==> src/rtl/fpu_pkg.sv <==
// Shared definitions for the FPU mantissa datapath blocks.
// The adder width and lookahead group size are fixed here so every block agrees on them.
package fpu_pkg;

    localparam int ADD_W   = 16;
    localparam int CLA_GRP = 4;
    localparam int NUM_GRP = ADD_W / CLA_GRP;

    // Everything the adder registers on a clock edge, kept together so reset clears it in one step.
    typedef struct packed {
        logic [ADD_W-1:0] s;
        logic             co;
        logic             pg;
        logic             gg;
    } cla_result_t;

    localparam cla_result_t CLA_RESULT_ZERO = '0;

endpackage

==> src/rtl/cla4_group.sv <==
// 4-bit carry-lookahead group: sum bits plus group propagate/generate.
// Internal carries are flat sum-of-products, so no carry ripples between bits.
module cla4_group
    import fpu_pkg::*;
(
    input  logic [CLA_GRP-1:0] a,
    input  logic [CLA_GRP-1:0] b,
    input  logic               cin,
    output logic [CLA_GRP-1:0] s,
    output logic               pg,
    output logic               gg
);

    logic [CLA_GRP-1:0] g;
    logic [CLA_GRP-1:0] p;
    logic [CLA_GRP-1:0] c;

    assign g = a & b;
    assign p = a ^ b;

    // pg and gg must not depend on cin; the second-level lookahead relies on that.
    always_comb begin
        c[0] = cin;
        c[1] = g[0]
             | (p[0] & cin);
        c[2] = g[1]
             | (p[1] & g[0])
             | (p[1] & p[0] & cin);
        c[3] = g[2]
             | (p[2] & g[1])
             | (p[2] & p[1] & g[0])
             | (p[2] & p[1] & p[0] & cin);
    end

    assign s  = p ^ c;
    assign pg = &p;
    assign gg = g[3]
              | (p[3] & g[2])
              | (p[3] & p[2] & g[1])
              | (p[3] & p[2] & p[1] & g[0]);

endmodule

==> src/rtl/cla16_adder.sv <==
// 16-bit two-level carry-lookahead adder with one output register stage.
// Four cla4_group blocks feed an inline second-level lookahead that supplies their carry-ins.
module cla16_adder
    import fpu_pkg::*;
(
    input  logic             clk,
    input  logic             rst,
    input  logic [ADD_W-1:0] a,
    input  logic [ADD_W-1:0] b,
    input  logic             ci,
    output logic [ADD_W-1:0] s,
    output logic             co,
    output logic             pg,
    output logic             gg
);

    logic [NUM_GRP-1:0] grp_p;
    logic [NUM_GRP-1:0] grp_g;
    logic [NUM_GRP:0]   grp_c;
    logic [ADD_W-1:0]   sum_next;
    logic               blk_p;
    logic               blk_g;
    cla_result_t        result_next;
    cla_result_t        result_q;

    for (genvar k = 0; k < NUM_GRP; k++) begin : g_grp
        cla4_group u_grp (
            .a   (a[k*CLA_GRP +: CLA_GRP]),
            .b   (b[k*CLA_GRP +: CLA_GRP]),
            .cin (grp_c[k]),
            .s   (sum_next[k*CLA_GRP +: CLA_GRP]),
            .pg  (grp_p[k]),
            .gg  (grp_g[k])
        );
    end

    // Group carries c4..c16 come straight from ci and the group P/G terms.
    always_comb begin
        grp_c[0] = ci;
        grp_c[1] = grp_g[0]
                 | (grp_p[0] & ci);
        grp_c[2] = grp_g[1]
                 | (grp_p[1] & grp_g[0])
                 | (grp_p[1] & grp_p[0] & ci);
        grp_c[3] = grp_g[2]
                 | (grp_p[2] & grp_g[1])
                 | (grp_p[2] & grp_p[1] & grp_g[0])
                 | (grp_p[2] & grp_p[1] & grp_p[0] & ci);
        grp_c[4] = grp_g[3]
                 | (grp_p[3] & grp_g[2])
                 | (grp_p[3] & grp_p[2] & grp_g[1])
                 | (grp_p[3] & grp_p[2] & grp_p[1] & grp_g[0])
                 | (grp_p[3] & grp_p[2] & grp_p[1] & grp_p[0] & ci);
    end

    assign blk_p = &grp_p;
    assign blk_g = grp_g[3]
                 | (grp_p[3] & grp_g[2])
                 | (grp_p[3] & grp_p[2] & grp_g[1])
                 | (grp_p[3] & grp_p[2] & grp_p[1] & grp_g[0]);

    always_comb begin
        result_next    = CLA_RESULT_ZERO;
        result_next.s  = sum_next;
        result_next.co = grp_c[NUM_GRP];
        result_next.pg = blk_p;
        result_next.gg = blk_g;
    end

    always_ff @(posedge clk) begin
        if (rst) begin
            result_q <= CLA_RESULT_ZERO;
        end else begin
            result_q <= result_next;
        end
    end

    assign s  = result_q.s;
    assign co = result_q.co;
    assign pg = result_q.pg;
    assign gg = result_q.gg;

endmodule

==> config.mk <==
export PLATFORM = sky130hd
export DESIGN_NAME = cla16_adder
export DESIGN_NICKNAME = d
export VERILOG_FILES = /design/src/rtl/fpu_pkg.sv /design/src/rtl/cla4_group.sv /design/src/rtl/cla16_adder.sv
export SDC_FILE = /design/constraint.sdc
export NUM_CORES = 1
export LEC_CHECK = 0
export ABC_CLOCK_PERIOD_IN_PS = 3350
export CAP_MARGIN = 20
export CORE_MARGIN = 2
export CORE_UTILIZATION = 43
export CTS_CLUSTER_DIAMETER = 40
export DETAILED_ROUTE_END_ITERATION = 6
export PLACE_DENSITY_LB_ADDON = 0.3
export REMOVE_ABC_BUFFERS = 1
export SLEW_MARGIN = 20
export SYNTH_ARGS = -nofsm -noshare
export SYNTH_HDL_FRONTEND = slang
export SYNTH_SLANG_ARGS = --single-unit
export TNS_END_PERCENT = 10
==> constraint.sdc <==
create_clock -name clk -period 3.35 [get_ports clk]
set_input_delay 0.67 -clock clk [delete_from_list [all_inputs] [get_ports clk]]
set_output_delay 0.67 -clock clk [all_outputs]
set_load 0.01 [all_outputs]
==> flow_summary.toml <==
[route]
wl_per_cell_um = 12.6
drt_iter0_markers = 11
routed-via-count = 1263
drt_first_pass_iters = 4
drt_wl_total_mm = 2.96
via_per_inst = 5.37
ant_nets = 0
drc = 0

[clocking]
hold_buffers = 0
cts_max_level = 1
ctsResizeCount = 0
post_cts_buffers = 0
numClockSinks = 19
clockBufferDepth = 2
cts_tree = "yes"
cts_buffers = 3
cts_root_buf = "clkbuf_4"
clkTransAtPathRegs_ps = 100

[placement]
dp_hpwl_mm = 2.40
dp_slack_ps = 161
io_buffer_count = 53
place_congestion = 0.848
dpl.cell_count = 231

[global_routing]
grt.overflow.total = 0
antenna_found_initial = 0
grt_max_degree = 21
grt_usage = 0.187
grt_pass1_vias = 1222
grt_pass1_wl_mm = 5.10

[power]
p_sw_frac = 0.311
total_power_uw = 665
ir_worst_vdd_mv = 0.162
p_clk_frac = 0.178
p_leak_uw = 0.000798
sequentialPowerShare = 0.394
power_switching_uw = 207
p_int_uw = 459
combinationalPowerShare = 0.428
cellPowerDensity_nw_per_um2 = 347

[setup_path]
start_kind = "input pin"
required_ps = 3520
path_delay_family = "adder cells"
critPathArrivalTime_ps = 3040
critPathSlowestCell = "clkdlybuf4s50_1"
worstSetupPathType = "input pin to flip-flop"
critPathMaxFanout = 7
crit_top_cell = "nor2_1"
critPathBufInv = 2
cp-end-kind = "flip-flop"
worst_path_largest_cell_delay_ps = 410
path_cells = "clkdlybuf4s50_1 > ha_1 > and3_2 > a221oi_4 > o22ai_4 > nor2_1 > inv_1 > fa_1 > xnor2_1 > nor2_1"

[job]
drv_cap = 0

[logic_synthesis]
synth.area.top_cells = "dfxtp_1 (29%), ha_1 (15%), fa_1 (6.0%)"
ys_seq_area_frac = 0.286
syn_inst = 148
netlist.area_leader.share = 0.286
synth_ff_type = "dfxtp_1"
synth.avg_cell_area_um2 = 8.98
async_flop_share = 0
yosysMostFrequentCell = "dfxtp_1"
ys_seq_elements = 19
ys_warn_count = 0
synth_largest_area_cell = "dfxtp_1"
synth_edf_count = 0
synthTopCellsByCount = "dfxtp_1 (19), ha_1 (16), nor2_1 (13)"
syn_area_um2 = 1330
synth_cell_types = 36

[hold_path]
holdPathStages = 4
hold-path-endpoint = "s[0]"
hp-class = "input pin to flip-flop"
min_from = "ci"

[sta]
tns_ps = 0
hold_viol = 0
setup_ws_ps = 480
drv_slew = 0
max_slew_margin = 0.525
rsz0062_at_grt = "no"
setup_viol = 0
fmax_mhz = 348
finalCritPeriodShare = 0.857
period_minus_slack_ps = 2870
tightest_slew_ps = 710

[floorplanning]
die_w_um = 59.6
start_util = 0.442
die_area_um2 = 3550
num_rows = 20
ioPinCount = 54
die_y_um = 59.6
fp.coreArea_um2 = 3000

[final_layout]
finalNonFillerCells = 235
drive_above_1_share = 0.0396
fill_cells = 263
syn_to_final_growth_pct = 44.2
n_antenna_cell = 0
layout.nets = 258
fin_util = 0.638

[status]
status = "completed"
==> flip-flops by register name, indices dropped and copies added (netlist names) <==
| signal | cells |
|---|---|
| pg | 1 |
| gg | 1 |
| s | 16 |
| co | 1 |
==> power groups by stage <==
stage / clock, uW / combinational (uW) / sequential, uW
detailed placement: 0 / 284 / 268
finish: 118 / 285 / 262
floorplan: 0 / 138 / 284
CTS: 119 / 286 / 263
global route: 128 / 316 / 265
global placement: 0 / 277 / 267
==> routing by layer <==
metal | global-route usage | share of wire | wire length [um] | vias to the layer above
li1 | - | - | - | 636
met1 | 0.218 | 0.42 | 1250 | 579
met2 | 0.341 | 0.51 | 1510 | 43
met3 | 0.0262 | 0.052 | 155 | 5
met4 | 0.0762 | 0.016 | 46 | 0
met5 | 0 | 0 | 0 | -
==> kinds of logic (layout without fill, tap and decap cells) <==
logic type,count (synthesis),after routing,share of synthesized area
AOI/OAI and AO/OA,35,35,0.202
xor gates and xnor gates,9,9,0.0593
adders and majority gates,20,20,0.211
buffers and inverters,14,68,0.0395
DFF,19,19,0.286
muxes,1,1,0.00753
and+or+nand+nor,50,50,0.194
==> cell type report <==
cell class / count / area (um2) / area share
tap: 33 / 41.3 / 0.0216
multi-input combinational: 115 / 896 / 0.468
sequential: 19 / 380 / 0.199
clock buffer: 4 / 26.3 / 0.0137
timing repair buffer: 53 / 531 / 0.277
inverter: 11 / 41.3 / 0.0216
==> cell usage in the layout (no fill, tap or decap) <==
cell type / instances
clkdlybuf4s50_1: 53
a221oi_4: 1
dfxtp_1: 19
inv_1: 11
nand4b_1: 1
nand4_1: 2
o22ai_1: 1
nand3_1: 4
clkbuf_1: 1
nor2_1: 13
nor2b_1: 5
a221oi_1: 2
ha_1: 16
clkbuf_4: 3
and3_1: 1
o21a_1: 2
o22ai_4: 1
and4_1: 2
and2_1: 2
mux2i_1: 1
a21oi_1: 8
xor2_1: 1
or4_1: 1
o211ai_1: 2
o21ai_4: 1
a211oi_1: 1
a31oi_1: 2
or2_2: 1
nor3_1: 2
xnor2_1: 8
fa_1: 4
and3_2: 1
o221ai_1: 2
nor4b_1: 1
a21o_1: 6
nor3b_1: 2
nand2_1: 12
o21ai_0: 6
==> how the worst max path moves through the flow <==
stage,startpoint,slack (ps),end,depth (start not counted)
CTS,a[2],470,s[13],10
finish,a[1],480,s[13],10
global route,a[1],310,s[13],10
detailed placement,a[1],160,s[13],10
floorplan,a[2],780,s[13],9
global placement,a[2],230,s[13],10
==> stage by stage <==
step,instance area (um2),hold WS [ps]
2_1_floorplan,1320,737
3_3_place_gp,1890,1410
3_5_place_dp,1890,1400
4_1_cts,1920,1140
5_1_grt,1920,1160
6_report,1920,1130
Note: power is estimated with default switching activity, not from simulation.
